<file path="config.mk">
export PLATFORM = sky130hd
export DESIGN_NAME = serial_adder_ctrl_flat
export DESIGN_NICKNAME = d
export VERILOG_FILES = /design/src/rtl/serial_pkg.sv /design/src/rtl/serial_adder_ctrl_if.sv /design/src/rtl/serial_adder_ctrl.sv /design/src/flat_wrapper.sv
export SDC_FILE = /design/constraint.sdc
export NUM_CORES = 1
export LEC_CHECK = 0
export ABC_AREA = 0
export CORE_ASPECT_RATIO = 0.9
export CORE_UTILIZATION = 45
export CTS_BUF_LIST = sky130_fd_sc_hd__clkbuf_4 sky130_fd_sc_hd__clkbuf_8
export CTS_CLUSTER_SIZE = 12
export DETAILED_ROUTE_END_ITERATION = 6
export PLACE_DENSITY = 0.76
export SYNTH_ARGS = -nofsm -noshare
export SYNTH_HDL_FRONTEND = slang
export SYNTH_SLANG_ARGS = --single-unit
export TNS_END_PERCENT = 50
</file>
<file path="constraint.sdc">
create_clock -name CLK -period 2.13 [get_ports CLK]
set_input_delay 0.5325 -clock CLK [delete_from_list [all_inputs] [get_ports CLK]]
set_output_delay 0.5325 -clock CLK [all_outputs]
set_load 0.02 [all_outputs]
</file>
<file path="src/rtl/serial_pkg.sv">
// Shared types for the bit-serial adder sequencing controller.
// Latency: n/a (types and constant helpers only).
// Backpressure: n/a.
package serial_pkg;

    typedef enum logic [2:0] {
        IDLE,
        CLR,
        SHIFT,
        FLUSH,
        DONE
    } state_t;

    // Bit counter width: enough to count 0..width-1, never narrower than one bit.
    function automatic int cnt_w(input int width);
        return ($clog2(width) > 1) ? $clog2(width) : 1;
    endfunction

endpackage

</file>
<file path="src/rtl/serial_adder_ctrl_if.sv">
// Parallel request/response bus between a requester and the serial adder controller.
// Latency: n/a (wiring only).
// Backpressure: requester may only issue start while ready is high; no queueing.
// Signals: start/a/b from requester; ready/busy/done/sum/cout back to requester.
interface serial_adder_ctrl_if #(
    parameter int WIDTH = 8
) ();

    logic             start;
    logic [WIDTH-1:0] a;
    logic [WIDTH-1:0] b;
    logic             ready;
    logic             busy;
    logic             done;
    logic [WIDTH-1:0] sum;
    logic             cout;

    modport master (
        output start, a, b,
        input  ready, busy, done, sum, cout
    );

    modport slave (
        input  start, a, b,
        output ready, busy, done, sum, cout
    );

endinterface

</file>
<file path="src/rtl/serial_adder_ctrl.sv">
// Sequences one external bit-serial adder: clears carry, streams a/b LSB-first, collects sum.
// Latency: start accepted at edge E gives done in the cycle after edge E+WIDTH+2.
// Backpressure: start is ignored unless ready (IDLE); one operation per WIDTH+4 cycles.
// Ports: CLK/RESET (sync, active-high); req = parallel request bus (slave side);
//        sa_reset/sa_x/sa_y drive the adder's RESET/X/Y, sa_z is the adder's Z.
module serial_adder_ctrl
    import serial_pkg::*;
#(
    parameter int WIDTH = 8
) (
    input  logic                CLK,
    input  logic                RESET,
    serial_adder_ctrl_if.slave  req,
    output logic                sa_reset,
    output logic                sa_x,
    output logic                sa_y,
    input  logic                sa_z
);

    localparam int            CW   = cnt_w(WIDTH);
    localparam logic [CW-1:0] LAST = CW'(WIDTH - 1);

    state_t           state;
    state_t           state_nxt;
    logic [WIDTH-1:0] a_sr;
    logic [WIDTH-1:0] b_sr;
    logic [WIDTH-1:0] sum_sr;
    logic [CW-1:0]    cnt;
    logic             clr_c;

    // State register.
    always_ff @(posedge CLK) begin
        if (RESET) begin
            state <= IDLE;
        end else begin
            state <= state_nxt;
        end
    end

    // Next state and state-decoded outputs.
    always_comb begin
        state_nxt = state;
        req.ready = 1'b0;
        req.busy  = 1'b0;
        clr_c     = 1'b0;
        sa_x      = 1'b0;
        sa_y      = 1'b0;
        case (state)
            IDLE: begin
                req.ready = 1'b1;
                if (req.start) begin
                    state_nxt = CLR;
                end
            end
            CLR: begin
                req.busy  = 1'b1;
                clr_c     = 1'b1;
                state_nxt = SHIFT;
            end
            SHIFT: begin
                req.busy = 1'b1;
                sa_x     = a_sr[0];
                sa_y     = b_sr[0];
                if (cnt == LAST) begin
                    state_nxt = FLUSH;
                end
            end
            FLUSH: begin
                // Zero inputs so sa_z reflects the adder's carry alone.
                req.busy  = 1'b1;
                state_nxt = DONE;
            end
            DONE: begin
                state_nxt = IDLE;
            end
            default: begin
                state_nxt = IDLE;
            end
        endcase
    end

    assign sa_reset = RESET | clr_c;

    // Operand/sum shift registers and the registered result outputs.
    always_ff @(posedge CLK) begin
        if (RESET) begin
            a_sr     <= '0;
            b_sr     <= '0;
            sum_sr   <= '0;
            cnt      <= '0;
            req.sum  <= '0;
            req.cout <= 1'b0;
            req.done <= 1'b0;
        end else begin
            req.done <= 1'b0;
            case (state)
                IDLE: begin
                    if (req.start) begin
                        a_sr   <= req.a;
                        b_sr   <= req.b;
                        sum_sr <= '0;
                        cnt    <= '0;
                    end
                end
                SHIFT: begin
                    // Sum bits arrive LSB-first, so enter at the MSB and drift down;
                    // the second assignment overrides the MSB of the shifted value.
                    sum_sr            <= sum_sr >> 1;
                    sum_sr[WIDTH-1]   <= sa_z;
                    a_sr              <= a_sr >> 1;
                    b_sr              <= b_sr >> 1;
                    cnt               <= cnt + CW'(1);
                end
                FLUSH: begin
                    req.cout <= sa_z;
                    req.sum  <= sum_sr;
                    req.done <= 1'b1;
                end
                default: begin
                end
            endcase
        end
    end

endmodule

</file>
<file path="src/flat_wrapper.sv">
// flat-port wrapper written by rule: the top's interface ports become plain ports
module serial_adder_ctrl_flat import serial_pkg::*;
#(
    parameter int WIDTH = 8
)
  (CLK, RESET, sa_reset, sa_x, sa_y, sa_z, req_start, req_a, req_b, req_ready, req_busy, req_done, req_sum, req_cout);
  serial_adder_ctrl_if #(.WIDTH(WIDTH)) req_i ();
  input  logic CLK;
  input  logic RESET;
  output logic sa_reset;
  output logic sa_x;
  output logic sa_y;
  input  logic sa_z;
  input wire logic [$bits(req_i.start)-1:0] req_start;
  input wire logic [$bits(req_i.a)-1:0] req_a;
  input wire logic [$bits(req_i.b)-1:0] req_b;
  output wire logic [$bits(req_i.ready)-1:0] req_ready;
  output wire logic [$bits(req_i.busy)-1:0] req_busy;
  output wire logic [$bits(req_i.done)-1:0] req_done;
  output wire logic [$bits(req_i.sum)-1:0] req_sum;
  output wire logic [$bits(req_i.cout)-1:0] req_cout;
  assign req_i.start = req_start;
  assign req_i.a = req_a;
  assign req_i.b = req_b;
  assign req_ready = req_i.ready;
  assign req_busy = req_i.busy;
  assign req_done = req_i.done;
  assign req_sum = req_i.sum;
  assign req_cout = req_i.cout;
  serial_adder_ctrl #(.WIDTH(WIDTH)) u_core (.CLK(CLK), .RESET(RESET), .req(req_i), .sa_reset(sa_reset), .sa_x(sa_x), .sa_y(sa_y), .sa_z(sa_z));
endmodule
</file>
== Yosys cells after proc, flatten, opt, wreduce, memory -nomap -nowiden ==
Index checks and enable logic that the tools add are counted.

* Bits in read-only memories: 0
* Memories: 0
* Bits in registers: 40
* Bits in writable memories: 0
* Latch bits: 0

* Divide/modulo/power cells: 0
* Add/subtract/negate cells: 1
* $lt $le $gt $ge: 0
* Muxes and demuxes: 17
* Equal/unequal tests: 6
* Multipliers: 0
* Shift operators: 0
* Bitwise gates (word level): 1
* Reductions and logical operators: 5

{| class="wikitable"
|+ Operator list
! kind !! count
|-
| $pmux 8 s2 || 3
|-
| $mux 8 || 3
|-
| $pmux 3 s4 || 1
|-
| $mux 3 || 3
|-
| $eq 3x2->1 const B || 2
|-
| $mux 1 || 6
|-
| $pmux 3 s2 || 1
|-
| $reduce_and 2->1 || 2
|-
| $add 3x1->3 const B || 1
|-
| $eq 3x1->1 const B || 1
|-
| $eq 3x3->1 const B || 1
|-
| $logic_not 3->1 || 1
|-
| $reduce_or 3->1 || 1
|-
| $ne 2x1->1 const B || 1
|-
| $ne 2x2->1 const B || 1
|-
| $reduce_bool 2->1 || 1
|-
| $or 1x1->1 || 1
|}

== Depth between registers and ports, before layout ==
* Depth after elaboration: 3
* Gate-level depth with buffers: 6
* Depth with buffers taken out: 4

== Worst setup path before layout ==
No wires, ideal clock.

* Path type: flip-flop to output port
* From: register u_core.state[0]
* To: output port req_ready
* Required time: 1597 ps
* Path buffers: 2
* Slack: 461 ps
* Cell stages (with the launch flop): 5
* Arrival time: 1136 ps
* Path through: dfxtp_1 buf_2 or2_4 buf_4 nor2_1

* Cells in the longest elaborated chain, start to end: 2

{| class="wikitable"
|+ RTL lines
! item !! RTL line !! text
|-
| start, declared || serial_adder_ctrl.sv:23 || <nowiki>state_t state;</nowiki>
|-
| start signal, assigned || serial_adder_ctrl.sv:36 || <nowiki>state <= state_nxt;</nowiki>
|-
| $logic_not 3->1 || serial_adder_ctrl.sv:48 || <nowiki>case (state)</nowiki>
|-
| $mux 1 || serial_adder_ctrl.sv:48 ||
|-
| end, declared || flat_wrapper.sv:17 || <nowiki>output wire logic [$bits(req_i.ready)-1:0] req_ready;</nowiki>
|}

Every way passes these cells.

== Worst setup path in the final report ==
* From: register u_core.state[2]
* To: output port req_ready

The elaborated chain is that of the path after synthesis.

==> key figures <==
Worst setup path
  – Worst path max stage delay: ~340 ps
  – Bufs and invs on worst path: 2
  – WP data arrival: ~1500 ps
  – Setup slack, reg-to-reg: about 200 ps
  – Reg2reg end: u_core.b_sr[2]
  – Critical Path Fanout Max: 7
  – Slowest cell on the critical path: dfxtp_1
  – Worst r2r path cells: 5
  – CP Cell Sequence: buf_4, or2_4, nor2_1, dlygate4sd2_1
  – Kind of critical path: flip-flop to output pin
  – Top Family by Delay on Critical Path: buffers and inverters
  – Type of origin of the critical path: flip-flop
  – Crit. End Element: output pin
  – Worst endpoint required time: about 1600 ps
  – Worst reg2reg startpoint: u_core.state[1]

Floorplan
  – FP Rows: 21
  – Initial Util: a little under half
  – Die area: about 4200 um2
  – Die Span Y: slightly above 60 um
  – Top Ports: 35
  – Die Wd: just under 70 um
  – Core region area: between 3000 and 4000 um2

Clock network
  – CTS tree: yes
  – CTS Hold Bufs: 0
  – Clock latency on the worst-skew pair: ~290 ps
  – CTS buffer count: 5
  – Htree depth: 2
  – Clk sinks: 40
  – CTS Root Buffer Type: clkbuf_8
  – Clock buffer depth: 2
  – Clk slew on worst S/H paths: ~80 ps

Layout
  – Nets: approximately 240
  – Layout cells sized above 1: between 20% and 30%
  – # fillers: roughly 330
  – Area grow syn2layout: 28.4%
  – N_diodes: 0
  – Post-Layout Inst Area: between 2000 and 2500 um2

Power
  – Clock power frac: 36.1%
  – Sequential power share: between 40% and 50%
  – P_leak: 0.000883 uW
  – Switching share of power: between 20% and 30%
  – Cell Int Power: 1330 uW
  – Switching pwr: about 450 uW
  – Worst vdd ir: 0.541 mV
  – Power Dens Cells: ~780 nW/um2
  – Combinational power share: between 15 and 20%

Logic synthesis
  – Top-area cell type share of the netlist area: between 40 and 50%
  – Synth area leader: dfxtp_1
  – Syn avg cell area: 10.1 um2
  – Syn Inst Count: 177
  – Ys Warns: 0
  – Post-synth top cells: dfxtp_1, mux2i_1, a21oi_1, nor2_1
  – Synth top area cells: dfxtp_1, mux2i_1, a211oi_2, a21oi_2, a21oi_1
  – Asr flop ratio synth: 0%
  – Syn nets: about 200
  – Yosys reg bits: 40
  – Sequential-to-total area share from yosys stat: between 40% and 50%
  – Distinct cells, synth: 27
  – Post-synth EDFFs: 0
  – Most frequent cell after synthesis: dfxtp_1
  – Main flop type after synthesis: dfxtp_1
  – Cell Area, Synth: ~1800 um2

Timing
  – Crit path time final: roughly 2000 ps
  – Period utilization: just over 90%
  – Setup tns final: 0 ps
  – Max-slew violations: 0
  – Final hold vios: 0
  – Unrepaired setup endpoints after global routing: false
  – Worst Tran Pin Value: approximately 720 ps
  – Final setup fails: 0
  – Max frequency: 503 MHz
  – Clock Skews: ~4.7 ps
  – Relative slew margins: between 50% and 60%
  – Final Worst Setup Slack: roughly 140 ps

Global route
  – Met2 usage: 30.5%
  – Total global-route track usage: about 18%
  – GRT met1 Usage: between 20 and 25%
  – Total gr overflow: 0
  – Met3 global-route usage: 3.83%
  – Initial antenna violation count: 0
  – Vias in the first global route: between 1000 and 1500
  – Largest net degree at the start of global routing: 41
  – Most used routing layer: met2
  – First-pass GRT wire length: 5420 um

Min path
  – Hold depth: 2
  – Hold path start: u_core.sum_sr[3]
  – Hold endpoint: u_core.sum_sr[2]
  – Min-Delay Path Class: flip-flop to flip-flop

Run status
  – Status: complete, no violations

Placement
  – Hpwl dp: 2470 um
  – # port buffers: 34
  – GP Congestion: around 0.7
  – DP Area: 2170 um2
  – Post-place setup slack: -207 ps

Detailed routing
  – Remaining DRCs: 0
  – WL final: 3490 um
  – Detail-routed net length per standard cell: between 10 and 15 um
  – 1st-iter DRT viols: 56
  – DRT Pass-1 Iters: 4
  – Via density: about 5.4
  – Post-route ant nets: 0
  – Via count: 1406

Job
  – Max-cap check violation count: 0
## registers in the layout (all words and copies together) (netlist names)
signal,cells
u_core.a_sr,8
u_core.b_sr,8
u_core.req.sum,8
u_core.sum_sr,8
u_core.cnt,3
u_core.state,3
u_core.req.cout,1
u_core.req.done,1
## power by group through the flow
stage	registers (uW)	clock network (uW)	logic [uW]
floorplan	827	0	231
CTS	819	659	320
detailed placement	836	0	323
global route	824	690	342
global placement	832	0	312
finish	820	642	317
## routing by layer
layer	wire length [um]	part of all wire, %	vias up
met5	0	0	-
met4	62	1.8	0
met3	134	3.8	6
met2	1680	48	33
met1	1610	46	673
li1	-	-	694
## metrics by stage
stage | utilization (%) | hold WS, ps | total power [uW] | std cells
detailed placement | 57.7 | 458 | 1160 | 253
CTS | 61.0 | 469 | 1800 | 261
floorplan | - | 441 | 1060 | 177
finish | 60.9 | 462 | 1780 | 261
global placement | 57.7 | 454 | 1140 | 253
global route | 60.9 | 496 | 1860 | 261
## area by class of cell
class | count | area, um2 | share of cell area (%)
Multi-Input combinational cell | 121 | 887 | 38.8
Sequential cell | 40 | 801 | 35.0
Timing Repair Buffer | 46 | 420 | 18.4
Clock buffer | 6 | 82.6 | 3.61
Tap cell | 46 | 57.6 | 2.52
Clock inverter | 2 | 38.8 | 1.70
## placed cells by master, fill, tap and decap left out
cell type        netlist  layout
a211oi_1               5       5
a211oi_2              10      10
a21oi_1               16      16
a21oi_2               10      10
and2_1                 2       2
buf_4                  3      12
bufinv_16              0       1
clkbuf_2               0       1
clkbuf_8               0       6
clkdlybuf4s50_1        0      29
clkinv_4               0       1
dfxtp_1               40      40
dlygate4sd2_1          0       4
ha_1                   2       2
mux2i_1               24      24
nand2_1               12      12
nand3b_1               1       1
nor2_1                15      15
nor2_2                 1       1
nor2_4                 2       2
nor3_1                 2       2
nor3b_1                1       1
nor3b_4                0       1
nor4b_2                1       1
o21ai_0               12      12
or2_1                  1       1
or2_2                  1       1
or2_4                  1       1
xnor2_1                1       1
## kinds of logic (layout without fill, tap and decap cells)
group           count (synthesis)  in the layout  synth area share (%)
compound gates                 53             53                  21.9
simple gates                   41             41                  12.1
flops                          40             40                  44.9
mux                            24             24                  13.5
buf+inv                        16             54                  5.62
fa+ha+maj                       2              2                  1.40
xor+xnor                        1              1                 0.492
## worst reg2reg max path: stages (launching register included)
cell	delay, ps
dfxtp_1	340
buf_4	210
buf_4	270
or2_1	610
a21oi_1	150
a211oi_1	260
## worst max path at each step
stage	start	end	cells after the start
detailed placement	RESET	sa_reset	3
finish	u_core.state[2]	req_ready	4
global route	u_core.state[2]	req_ready	4
global placement	RESET	sa_reset	3
floorplan	u_core.state[0]	req_ready	4
CTS	RESET	sa_reset	3
## timing repair
item / 4_1_cts / 5_1_grt
resized for setup: 6 / 2
setup buffers: 0 / 0
endpoints found under the setup margin: 5 / 1
Power figures use the tool's default switching activity.
